$ cat src/rtl/alu_seq_ctrl_if.sv
// alu_seq_ctrl_if: command, response and external 8-bit ALU signals of alu_seq_ctrl.
// Optional cmd_use_acc is present only when ALU_SEQ_CTRL_ACC_EN is defined.
interface alu_seq_ctrl_if;
    logic        cmd_valid, cmd_ready, cmd_wide;
    logic [2:0]  cmd_op;
    logic [15:0] cmd_a, cmd_b;
`ifdef ALU_SEQ_CTRL_ACC_EN
    logic        cmd_use_acc;
`endif
    logic        rsp_valid, rsp_ready, rsp_carry, rsp_zero;
    logic [15:0] rsp_data;
    logic [7:0]  alu_a, alu_b, alu_out;
    logic [2:0]  alu_op;
    logic        alu_cin, alu_cout;
    modport slave (
`ifdef ALU_SEQ_CTRL_ACC_EN
        input  cmd_use_acc,
`endif
        input  cmd_valid, cmd_wide, cmd_op, cmd_a, cmd_b, rsp_ready, alu_out, alu_cout,
        output cmd_ready, rsp_valid, rsp_carry, rsp_zero, rsp_data, alu_a, alu_b, alu_op, alu_cin
    );
    modport master (
`ifdef ALU_SEQ_CTRL_ACC_EN
        output cmd_use_acc,
`endif
        output cmd_valid, cmd_wide, cmd_op, cmd_a, cmd_b, rsp_ready, alu_out, alu_cout,
        input  cmd_ready, rsp_valid, rsp_carry, rsp_zero, rsp_data, alu_a, alu_b, alu_op, alu_cin
    );
endinterface

$ cat src/rtl/alu_seq_ctrl.sv
// alu_seq_ctrl: sequences 8/16-bit operations over an external 8-bit ALU (one or two passes).
// ALU_SEQ_CTRL_ACC_EN adds an accumulator that can replace the A operand.
module alu_seq_ctrl (
    input  logic           clk,
    input  logic           rst_n,
    alu_seq_ctrl_if.slave  bus
);
    typedef enum logic [1:0] {IDLE, LO, HI, DONE} state_t;
    state_t      r_state, w_next;
    logic [2:0]  r_op;
    logic        r_wide, r_carry, r_zero;
    logic [15:0] r_a, r_b, r_res;
    logic        w_arith;
    logic [15:0] w_a_src;
    assign w_arith = r_op[2:1] == 2'b00;
`ifdef ALU_SEQ_CTRL_ACC_EN
    logic [15:0] r_acc;
    assign w_a_src = bus.cmd_use_acc ? r_acc : bus.cmd_a;
    always_ff @(posedge clk)
        if (!rst_n)
            r_acc <= 16'h0000;
        else if (r_state == DONE && bus.rsp_ready)
            r_acc <= r_res;
`else
    assign w_a_src = bus.cmd_a;
`endif
    always_ff @(posedge clk)
        if (!rst_n)
            r_state <= IDLE;
        else
            r_state <= w_next;
    always_comb begin
        w_next = r_state;
        unique case (r_state)
            IDLE: w_next = bus.cmd_valid ? LO : IDLE;
            LO:   w_next = r_wide ? HI : DONE;
            HI:   w_next = DONE;
            DONE: w_next = bus.rsp_ready ? IDLE : DONE;
        endcase
    end
    always_comb begin
        bus.cmd_ready = r_state == IDLE;
        bus.rsp_valid = r_state == DONE;
        bus.rsp_data  = r_res;
        bus.rsp_carry = r_carry;
        bus.rsp_zero  = r_zero;
        bus.alu_a     = r_state == LO ? r_a[7:0] : r_state == HI ? r_a[15:8] : 8'h00;
        bus.alu_b     = r_state == LO ? r_b[7:0] : r_state == HI ? r_b[15:8] : 8'h00;
        bus.alu_op    = (r_state == LO || r_state == HI) ? r_op : 3'b000;
        bus.alu_cin   = r_state == LO ? r_op[0] : r_state == HI ? (w_arith ? r_carry : r_op[0]) : 1'b0;
    end
    // Zero flag is registered per pass so it reads 0 out of reset rather than reflecting r_res==0.
    always_ff @(posedge clk)
        if (!rst_n) begin
            r_op    <= 3'b000;
            r_wide  <= 1'b0;
            r_a     <= 16'h0000;
            r_b     <= 16'h0000;
            r_res   <= 16'h0000;
            r_carry <= 1'b0;
            r_zero  <= 1'b0;
        end else if (r_state == IDLE && bus.cmd_valid) begin
            r_op   <= bus.cmd_op;
            r_wide <= bus.cmd_wide;
            r_a    <= w_a_src;
            r_b    <= bus.cmd_b;
        end else if (r_state == LO) begin
            r_res   <= {8'h00, bus.alu_out};
            r_carry <= bus.alu_cout;
            r_zero  <= bus.alu_out == 8'h00;
        end else if (r_state == HI) begin
            r_res[15:8] <= bus.alu_out;
            r_carry     <= bus.alu_cout;
            r_zero      <= bus.alu_out == 8'h00 && r_res[7:0] == 8'h00;
        end
endmodule

$ cat src/flat_wrapper.sv
// flat-port wrapper written by rule: the top's interface ports become plain ports
module alu_seq_ctrl_flat 
  (clk, rst_n, bus_cmd_valid, bus_cmd_wide, bus_cmd_op, bus_cmd_a, bus_cmd_b, bus_rsp_ready, bus_alu_out, bus_alu_cout, bus_cmd_ready, bus_rsp_valid, bus_rsp_carry, bus_rsp_zero, bus_rsp_data, bus_alu_a, bus_alu_b, bus_alu_op, bus_alu_cin);
  alu_seq_ctrl_if bus_i ();
  input  logic clk;
  input  logic rst_n;
  input wire logic [$bits(bus_i.cmd_valid)-1:0] bus_cmd_valid;
  input wire logic [$bits(bus_i.cmd_wide)-1:0] bus_cmd_wide;
  input wire logic [$bits(bus_i.cmd_op)-1:0] bus_cmd_op;
  input wire logic [$bits(bus_i.cmd_a)-1:0] bus_cmd_a;
  input wire logic [$bits(bus_i.cmd_b)-1:0] bus_cmd_b;
  input wire logic [$bits(bus_i.rsp_ready)-1:0] bus_rsp_ready;
  input wire logic [$bits(bus_i.alu_out)-1:0] bus_alu_out;
  input wire logic [$bits(bus_i.alu_cout)-1:0] bus_alu_cout;
  output wire logic [$bits(bus_i.cmd_ready)-1:0] bus_cmd_ready;
  output wire logic [$bits(bus_i.rsp_valid)-1:0] bus_rsp_valid;
  output wire logic [$bits(bus_i.rsp_carry)-1:0] bus_rsp_carry;
  output wire logic [$bits(bus_i.rsp_zero)-1:0] bus_rsp_zero;
  output wire logic [$bits(bus_i.rsp_data)-1:0] bus_rsp_data;
  output wire logic [$bits(bus_i.alu_a)-1:0] bus_alu_a;
  output wire logic [$bits(bus_i.alu_b)-1:0] bus_alu_b;
  output wire logic [$bits(bus_i.alu_op)-1:0] bus_alu_op;
  output wire logic [$bits(bus_i.alu_cin)-1:0] bus_alu_cin;
  assign bus_i.cmd_valid = bus_cmd_valid;
  assign bus_i.cmd_wide = bus_cmd_wide;
  assign bus_i.cmd_op = bus_cmd_op;
  assign bus_i.cmd_a = bus_cmd_a;
  assign bus_i.cmd_b = bus_cmd_b;
  assign bus_i.rsp_ready = bus_rsp_ready;
  assign bus_i.alu_out = bus_alu_out;
  assign bus_i.alu_cout = bus_alu_cout;
  assign bus_cmd_ready = bus_i.cmd_ready;
  assign bus_rsp_valid = bus_i.rsp_valid;
  assign bus_rsp_carry = bus_i.rsp_carry;
  assign bus_rsp_zero = bus_i.rsp_zero;
  assign bus_rsp_data = bus_i.rsp_data;
  assign bus_alu_a = bus_i.alu_a;
  assign bus_alu_b = bus_i.alu_b;
  assign bus_alu_op = bus_i.alu_op;
  assign bus_alu_cin = bus_i.alu_cin;
  alu_seq_ctrl u_core (.clk(clk), .rst_n(rst_n), .bus(bus_i));
endmodule
$ cat config.mk
export PLATFORM = sky130hd
export DESIGN_NAME = alu_seq_ctrl_flat
export DESIGN_NICKNAME = d
export VERILOG_FILES = /design/src/rtl/alu_seq_ctrl_if.sv /design/src/rtl/alu_seq_ctrl.sv /design/src/flat_wrapper.sv
export SDC_FILE = /design/constraint.sdc
export NUM_CORES = 1
export LEC_CHECK = 0
export ABC_AREA = 0
export BUFFER_PORTS_ARGS = -buffer_cell sky130_fd_sc_hd__buf_4
export CAP_MARGIN = 20
export CORE_ASPECT_RATIO = 0.7
export CORE_MARGIN = 3
export CORE_UTILIZATION = 53
export CTS_BUF_LIST = sky130_fd_sc_hd__clkbuf_16
export CTS_CLUSTER_DIAMETER = 150
export DETAILED_ROUTE_END_ITERATION = 8
export PLACE_DENSITY = 0.85
export RECOVER_POWER = 25
export REMOVE_ABC_BUFFERS = 1
export SYNTH_ARGS = -nofsm -noshare
export SYNTH_HDL_FRONTEND = slang
export SYNTH_SLANG_ARGS = --single-unit
$ cat constraint.sdc
create_clock -name clk -period 3.2 [get_ports clk]
set_clock_uncertainty 0.15 [all_clocks]
set_input_delay 0.64 -clock clk [delete_from_list [all_inputs] [get_ports clk]]
set_output_delay 0.64 -clock clk [all_outputs]
set_load 0.02 [all_outputs]
==> flow_summary.ini, run 1 <==
[run_status]
outcome = complete, but fails checks
violations = max-capacitance violations, max-slew violations

[logic_synthesis]
yosys_warnings = 0
synth-seq-area-share = 0.4534
syn_area_um2 = 2472
yosys.cell_types.count = 32
syn_inst = 322
synth.avg_cell_area_um2 = 7.678
ys_ff_latch = 56

[layout]
diodes = 0
area_growth_pct = 26.21
final_util = 0.7085
instances_no_fill = 451
regArea_um2 = 1121
multiInputGateArea_um2 = 1165
nFillCells = 406
nNetsFinal = 449
drive_above_1_share = 0.2298

[placed_design]
port_buffers = 88
gp_congestion = 0.8297
dp_hpwl_um = 4374
dp.cells = 444

[routing]
drt_pre_antenna_iters = 4
drc_errors = 0
wl_per_cell_um = 13.52
wl_um = 6098
drt_iter0_drc = 157
vias = 2387
viasPerCell = 5.293
ant_nets = 0

[worst_setup_path]
worstSetupEndpointType = output pin
path_cells = inv_1 > ha_1 > buf_12 > nand2_1 > o21ai_0 > buf_4
critPathSlowestCell = ha_1
worst_r2r_endpoint = u_core.bus.rsp_zero
reg2reg_slack_ns = 0.83
critPathLaunchType = register
r2r_cells = 5
cpPeakStageDelay_ns = 0.52
required_ns = 2.41
arrival_ns = 1.83
worstPathMaxFanout = 29
timing.rr.start = u_core.r_state[0]
critPathKind = reg2out

[global_routing]
antenna_found_initial = 0
gr-total-overflow = 0
grt_usage = 0.2257
grt_pass1_wl_um = 10070
grt_pass1_vias = 2198
grt_max_degree = 55

[timing]
fin_setup_tns_ns = 0
slew_headroom = -0.1825
grt_setup_unrepaired = no
drv_slew = 55
period_minus_slack_ns = 2.625
tightest_slew_ns = 1.772
finalCritPeriodShare = 0.8203
setup_violations = 0
fmax_mhz = 381.0
finalHoldViolCount = 0

[clocking]
cts_max_path_buffers = 2
clk_root_buffer_cell = clkbuf_16
post_cts.repair.setup_buffers = 0
clk_latency_ns = 0.28
cts-resized-gates = 0
cts_made_buffers = 5
htreeDepth = 2
clk_pin_slew_worst_paths_ns = 0.07
cts.sinks = 56
hold_buffers = 0
cts_tree = yes

[floorplanning]
boundaryPins = 89
rows = 20
die_h_um = 63.15
initial_core_util = 0.5614
coreArea_um2 = 4404
chipWidth_um = 87.64
die_area_um2 = 5534

[hold_path]
hold_start = u_core.bus.rsp_data[10]
holdPathEnd = u_core.bus.rsp_data[10]
hold_path_depth = 2
worstHoldPathType = reg2reg

[power]
peakVddDrop_v = 0.0003584
p_leak_nw = 1.236
power_density_nw_per_um2 = 535.5

[flow_run]
cap_violations = 1
-- state kept, by name, indices dropped and copies added, names as in the netlist --
register              cells
u_core.bus.rsp_carry      1
u_core.bus.rsp_data      16
u_core.bus.rsp_zero       1
u_core.r_a               16
u_core.r_b               16
u_core.r_op               3
u_core.r_state            2
u_core.r_wide             1
-- logic make-up after synthesis --
logic type / share of synthesized area
flip-flops: 0.4534
buffers and inverters: 0.07084
AO/OA/AOI/OAI: 0.1954
AND/OR/NAND/NOR: 0.2601
adder cells (fa/ha/maj): 0.02024
-- report_power, final --
part | internal, mW | switching [mW] | total, mW
sequential | 0.756 | 0.0349 | 0.791
clock | 0.282 | 0.225 | 0.507
combinational | 0.144 | 0.229 | 0.373
-- critical path: cells and delay by family, from the launching register on --
kind                     cells  cell delay (ns)
AND/OR/NAND/NOR              1             0.06
adder cells (fa/ha/maj)      1             0.52
AO/OA/AOI/OAI                1             0.10
buffers and inverters        3             0.51
flip-flops                   1             0.35
-- metal layers --
| layer | track usage | vias to the layer above | share of wire |
|---|---|---|---|
| li1 | - | 1201 | - |
| met1 | 0.3174 | 1110 | 0.45 |
| met2 | 0.3553 | 68 | 0.47 |
| met3 | 0.03660 | 8 | 0.060 |
| met4 | 0.06513 | 0 | 0.015 |
| met5 | 0 | - | 0 |
-- cell type report --
class | instances | area share
multi-input cells | 239 | 0.3733
clock buffers | 5 | 0.04010
well taps | 55 | 0.02205
flip-flops and latches | 56 | 0.3593
clock inverters | 2 | 0.002807
inverters | 4 | 0.004812
repair buffers | 90 | 0.1977
-- cell usage after synthesis --
cell	count	area, um^2
a21bo_2	2	20.02
a21boi_2	1	11.26
a21boi_4	1	18.77
a21oi_1	45	225.2
a21oi_2	9	78.83
a311oi_1	1	8.760
a31oi_1	1	6.260
and2_1	3	18.77
and2_4	1	8.760
buf_12	1	20.02
buf_2	7	35.03
buf_4	2	15.01
buf_6	1	11.26
buf_8	3	45.04
clkbuf_1	9	33.78
dfxtp_1	56	1121
ha_1	4	50.05
inv_1	3	11.26
inv_2	1	3.750
nand2_1	131	491.7
nand2_2	1	6.260
nand2b_1	2	12.51
nand3_1	1	5.000
nand3b_1	8	60.06
nand4_1	1	6.260
nor2_1	2	7.510
nor3_1	1	5.000
nor4_1	2	12.51
nor4b_1	1	8.760
o21a_1	2	15.01
o21ai_0	18	90.09
o41ai_1	1	8.760
-- cell usage in the layout (no fill, tap or decap), drive strengths merged --
cell type,n
nand2,132
inv,5
a21oi,54
o41ai,1
nor4b,1
and2,4
clkbuf,24
a311oi,1
o21ai,18
buf,71
nand2b,2
nor2,2
clkinv,1
o21a,2
dfxtp,56
nand3b,8
nor4,2
a31oi,1
nor3,1
nand4,1
ha,4
a21bo,2
a21boi,2
nand3,1
-- through the flow --
| stage | hold slack, ns | power [mW] | instance area (um^2) | setup WS [ns] |
|---|---|---|---|---|
| 2_1_floorplan | 0.2812 | 1.028 | 2312 | 0.5882 |
| 4_1_cts | 0.3067 | 1.703 | 3203 | 0.5734 |
| 3_3_place_gp | 0.2875 | 1.189 | 3069 | 0.9505 |
| 3_5_place_dp | 0.2971 | 1.199 | 3069 | 0.9073 |
| 6_report | 0.3032 | 1.671 | 3120 | 0.5750 |
| 5_1_grt | 0.3260 | 1.751 | 3120 | 0.4384 |
-- worst max-delay path by stage --
stage	cells after the start	end	slack, ns	startpoint
4_1_cts	6	bus_alu_b[3]	0.57	u_core.r_state[1]
2_1_floorplan	3	bus_alu_cin	0.59	u_core.r_state[1]
6_report	6	bus_alu_b[3]	0.58	u_core.r_state[1]
3_3_place_gp	6	bus_alu_b[7]	0.95	u_core.r_state[0]
3_5_place_dp	6	bus_alu_b[4]	0.91	u_core.r_state[1]
5_1_grt	6	bus_alu_b[3]	0.44	u_core.r_state[1]
Note: power is estimated with default switching activity, not from simulation.
==> run 2, diff against run 1 <==
--- a/config.mk
+++ b/config.mk
@@ -10,11 +10,11 @@
 export CAP_MARGIN = 20
 export CORE_ASPECT_RATIO = 0.7
 export CORE_MARGIN = 3
-export CORE_UTILIZATION = 53
+export CORE_UTILIZATION = 49
 export CTS_BUF_LIST = sky130_fd_sc_hd__clkbuf_16
 export CTS_CLUSTER_DIAMETER = 150
 export DETAILED_ROUTE_END_ITERATION = 8
-export PLACE_DENSITY = 0.85
+export PLACE_DENSITY = 0.79
 export RECOVER_POWER = 25
 export REMOVE_ABC_BUFFERS = 1
 export SYNTH_ARGS = -nofsm -noshare
==> constraint.sdc (replaced) <==
create_clock -name clk -period 2.5 [get_ports clk]
set_clock_uncertainty 0.15 [all_clocks]
set_input_delay 0.5 -clock clk [delete_from_list [all_inputs] [get_ports clk]]
set_output_delay 0.5 -clock clk [all_outputs]
set_load 0.02 [all_outputs]
==> flow_summary.ini, run 2 (synthesis results as in run 1) <==
[floorplanning]
coreArea_um2 = 4604
die_h_um = 65.43
chipWidth_um = 90.90
initial_core_util = 0.5370
rows = 20
die_area_um2 = 5948
boundaryPins = 89

[routing]
drt_pre_antenna_iters = 4
drc_errors = 0
ant_nets = 0
vias = 2368
wl_um = 6330
viasPerCell = 5.082
drt_iter0_drc = 137
wl_per_cell_um = 13.58

[worst_setup_path]
critPathKind = reg2out
worstSetupEndpointType = output pin
arrival_ns = 1.74
required_ns = 1.85
critPathLaunchType = register
worstPathMaxFanout = 17

[timing]
grt_setup_unrepaired = no
period_minus_slack_ns = 2.394
setup_ws_ns = 0.1059
fmax_mhz = 417.7
finalHoldViolCount = 0
slew_headroom = 0.4933
fin_setup_tns_ns = 0
finalCritPeriodShare = 0.9577
setup_violations = 0
drv_slew = 0
tightest_slew_ns = 0.7584

[clocking]
htreeDepth = 2
cts_tree = yes
clk_pin_slew_worst_paths_ns = 0.08
hold_buffers = 0
clk_root_buffer_cell = clkbuf_16
cts-resized-gates = 0
post_cts.repair.setup_buffers = 0
cts_made_buffers = 5
cts_max_path_buffers = 2
clk_latency_ns = 0.29
cts.sinks = 56

[layout]
diodes = 0
mostFrequentLayoutCell = nand2_1
instances_no_fill = 466
most-common-layout-cells = 131 x nand2_1, 74 x buf_4, 56 x dfxtp_1
area_growth_pct = 28.69
nFillCells = 444
drive_above_1_share = 0.2425
nNetsFinal = 452
final_util = 0.6910

[hold_path]
worstHoldPathType = in2reg

[global_routing]
gr-total-overflow = 0
use_met2 = 0.3518
grt_pass1_wl_um = 10460
grt.busiest_layer = met2
grt_pass1_vias = 2251
met1_usage = 0.2927
grt_use_met3 = 0.04577
antenna_found_initial = 0
grt_usage = 0.2152
grt_max_degree = 38

[power]
total_power_mw = 2.298
p_leak_nw = 1.256
power_density_nw_per_um2 = 722.3
peakVddDrop_v = 0.0003281

[placed_design]
dp_hpwl_um = 4513
port_buffers = 88
dp.cells = 458
gp_congestion = 0.8687
dpl_worst_slack_ns = 0.4388

[run_status]
outcome = finished clean

[flow_run]
cap_violations = 0
## run 2: cell types whose count changed in the layout (fill, tap and decap cells not counted)
cell / change
buf_4: +4
inv_1: -2
a21boi_0: -1
a21boi_1: +1
buf_12: -1
bufinv_16: +1
clkinv_2: -1
clkinvlp_4: +1
inv_2: +1
inv_6: +1
## run 2: area by class of cell
class                   instances  area, um^2  area share
clock inverters                 3       46.29     0.01455
repair buffers                 93       626.9      0.1970
well taps                      66       82.58     0.02595
flip-flops and latches         56        1121      0.3523
multi-input cells             239        1165      0.3661
inverters                       4       15.01    0.004719
clock buffers                   5       125.1     0.03932
## run 2: stage by stage
stage / cell area [um^2] / hold WS, ns
after global placement: 3093 / 0.2922
final: 3182 / 0.2978
after floorplan: 2312 / 0.2812
after detailed placement: 3093 / 0.2969
after global routing: 3182 / 0.2885
after CTS: 3264 / 0.2972
## run 2: per-layer routing
metal	wire (um)	vias to the layer above
met3	324	7
li1	-	1208
met1	3015	1092
met4	63	0
met5	0	-
met2	2926	61
## run 2: power by group
part	switching, mW	internal (mW)	leakage, nW
clock	0.332	0.477	0.0804
sequential	0.0441	0.967	0.458
combinational	0.296	0.183	0.717
## run 2: final timing paths
kind	start	endpoint	slack (ns)	depth (start not counted)
worst max-delay path	u_core.r_state[1]	bus_alu_cin	0.11	6
worst max register to register	u_core.r_state[1]	u_core.bus.rsp_data[14]	0.42	5
worst min-delay path	bus_cmd_b[12]	u_core.r_b[12]	0.30	3
worst min register to register	u_core.r_a[13]	u_core.r_a[13]	0.31	2
## run 2: worst max-delay path: stages (launching register included)
cell and delay (ns):
dfxtp_1 0.40, inv_1 0.09, ha_1 0.28, buf_4 0.22, o21ai_0 0.17, o41ai_1 0.11, buf_4 0.17
==> run 3, diff against run 2 <==
--- a/config.mk
+++ b/config.mk
@@ -10,11 +10,11 @@
 export CAP_MARGIN = 20
 export CORE_ASPECT_RATIO = 0.7
 export CORE_MARGIN = 3
-export CORE_UTILIZATION = 49
+export CORE_UTILIZATION = 53
 export CTS_BUF_LIST = sky130_fd_sc_hd__clkbuf_16
 export CTS_CLUSTER_DIAMETER = 150
 export DETAILED_ROUTE_END_ITERATION = 8
-export PLACE_DENSITY = 0.79
+export PLACE_DENSITY = 0.85
 export RECOVER_POWER = 25
 export REMOVE_ABC_BUFFERS = 1
 export SYNTH_ARGS = -nofsm -noshare
==> constraint.sdc (replaced) <==
create_clock -name clk -period 2.82 [get_ports clk]
set_clock_uncertainty 0.15 [all_clocks]
set_input_delay 0.564 -clock clk [delete_from_list [all_inputs] [get_ports clk]]
set_output_delay 0.564 -clock clk [all_outputs]
set_load 0.02 [all_outputs]
==> flow_summary.ini, run 3 (synthesis results as in run 1) <==
[run_status]
outcome = finished clean

[timing]
drv_slew = 0
tightest_slew_ns = 1.303
grt_setup_unrepaired = no
finalHoldViolCount = 0
fmax_mhz = 382.2
setup_violations = 0
fin_setup_tns_ns = 0
slew_headroom = 0.1237
setup_ws_ns = 0.2038
period_minus_slack_ns = 2.616
finalCritPeriodShare = 0.9277

[worst_setup_path]
critPathLaunchType = register
worstSetupEndpointType = output pin
critPathKind = reg2out
required_ns = 2.11
arrival_ns = 1.90
worstPathMaxFanout = 11

[routing]
drc_errors = 0
drt_pre_antenna_iters = 4
wl_per_cell_um = 14.07
viasPerCell = 5.199
wl_um = 6373
vias = 2355
drt_iter0_drc = 151
ant_nets = 0

[layout]
drive_above_1_share = 0.2387
final_util = 0.7134
mostFrequentLayoutCell = nand2_1
nNetsFinal = 450
area_growth_pct = 27.07
most-common-layout-cells = 131 x nand2_1, 72 x buf_4, 56 x dfxtp_1
diodes = 0
design_area_um2 = 3142

[clocking]
cts.sinks = 56
cts_made_buffers = 5
post_cts.repair.setup_buffers = 0
htreeDepth = 2
clk_root_buffer_cell = clkbuf_16
clk_pin_slew_worst_paths_ns = 0.07
clk_latency_ns = 0.29
cts_tree = yes
cts_max_path_buffers = 2
cts-resized-gates = 0
hold_buffers = 0

[global_routing]
antenna_found_initial = 0
grt_pass1_vias = 2193
grt_max_degree = 45
grt_pass1_wl_um = 10020
gr-total-overflow = 0
grt_usage = 0.2240

[power]
p_leak_nw = 1.237
peakVddDrop_v = 0.0004550
power_density_nw_per_um2 = 612.5
total_power_mw = 1.924

[placed_design]
dp_hpwl_um = 4343
place_area_um2 = 3077
gp_congestion = 0.8701
dpl_worst_slack_ns = 0.5908
port_buffers = 88

[hold_path]
worstHoldPathType = reg2reg

[floorplanning]
initial_core_util = 0.5614
rows = 20
die_h_um = 63.15
coreArea_um2 = 4404
die_area_um2 = 5534
boundaryPins = 89
chipWidth_um = 87.64

[flow_run]
cap_violations = 0
-- run 3: changes by cell type in the layout (fill, tap and decap cells not counted), sizes merged --
| cell | delta |
|---|---|
| buf | -1 |
| bufinv | -1 |
| clkbuf | -1 |
| clkinv | +1 |
| clkinvlp | +1 |
| inv | -1 |
-- run 3: final timing paths --
kind | from | endpoint | slack [ns] | depth (start not counted)
setup reg to reg | u_core.r_state[1] | u_core.bus.rsp_zero | 0.29 | 5
hold / removal | u_core.bus.rsp_data[14] | u_core.bus.rsp_data[14] | 0.30 | 2
hold reg to reg | u_core.bus.rsp_data[14] | u_core.bus.rsp_data[14] | 0.30 | 2
setup / recovery | u_core.r_state[0] | bus_alu_cin | 0.20 | 5
-- run 3: cell type report --
class                           instances  area (um^2)
Clock buffer                            5        125.1
Tap cell                               55        68.82
Timing Repair Buffer                   91        628.1
Clock inverter                          3        18.77
Multi-Input combinational cell        239         1165
Fill cell                             397         1262
Sequential cell                        56         1121
Inverter                                4        15.01
-- run 3: report_power, final --
part	internal, mW	switching (mW)
sequential	0.857	0.0401
clock	0.326	0.274
combinational	0.161	0.265
total	1.34	0.579
-- run 3: layer usage --
layer  wire (um)  part of all wire  vias to the layer above  global-route usage
met2        3149              0.49                       70              0.3769
met1        2857              0.45                     1082              0.3002
met4          21            0.0033                        0             0.05172
met3         345             0.054                        2             0.03529
li1            -                 -                     1201                   -
met5           0                 0                        -                   0
-- run 3: worst max-delay path: stages (launching register included) --
cell and delay (ns):
dfxtp_1 0.34, inv_1 0.09, ha_1 0.40, nand2_1 0.11
o41ai_1 0.44, buf_4 0.23
-- run 3: metrics by stage --
step / std cells / hold slack (ns)
2_1_floorplan: 299 / 0.2812
3_3_place_gp: 445 / 0.2889
3_5_place_dp: 445 / 0.2979
4_1_cts: 453 / 0.3080
5_1_grt: 453 / 0.3242
6_report: 453 / 0.3016
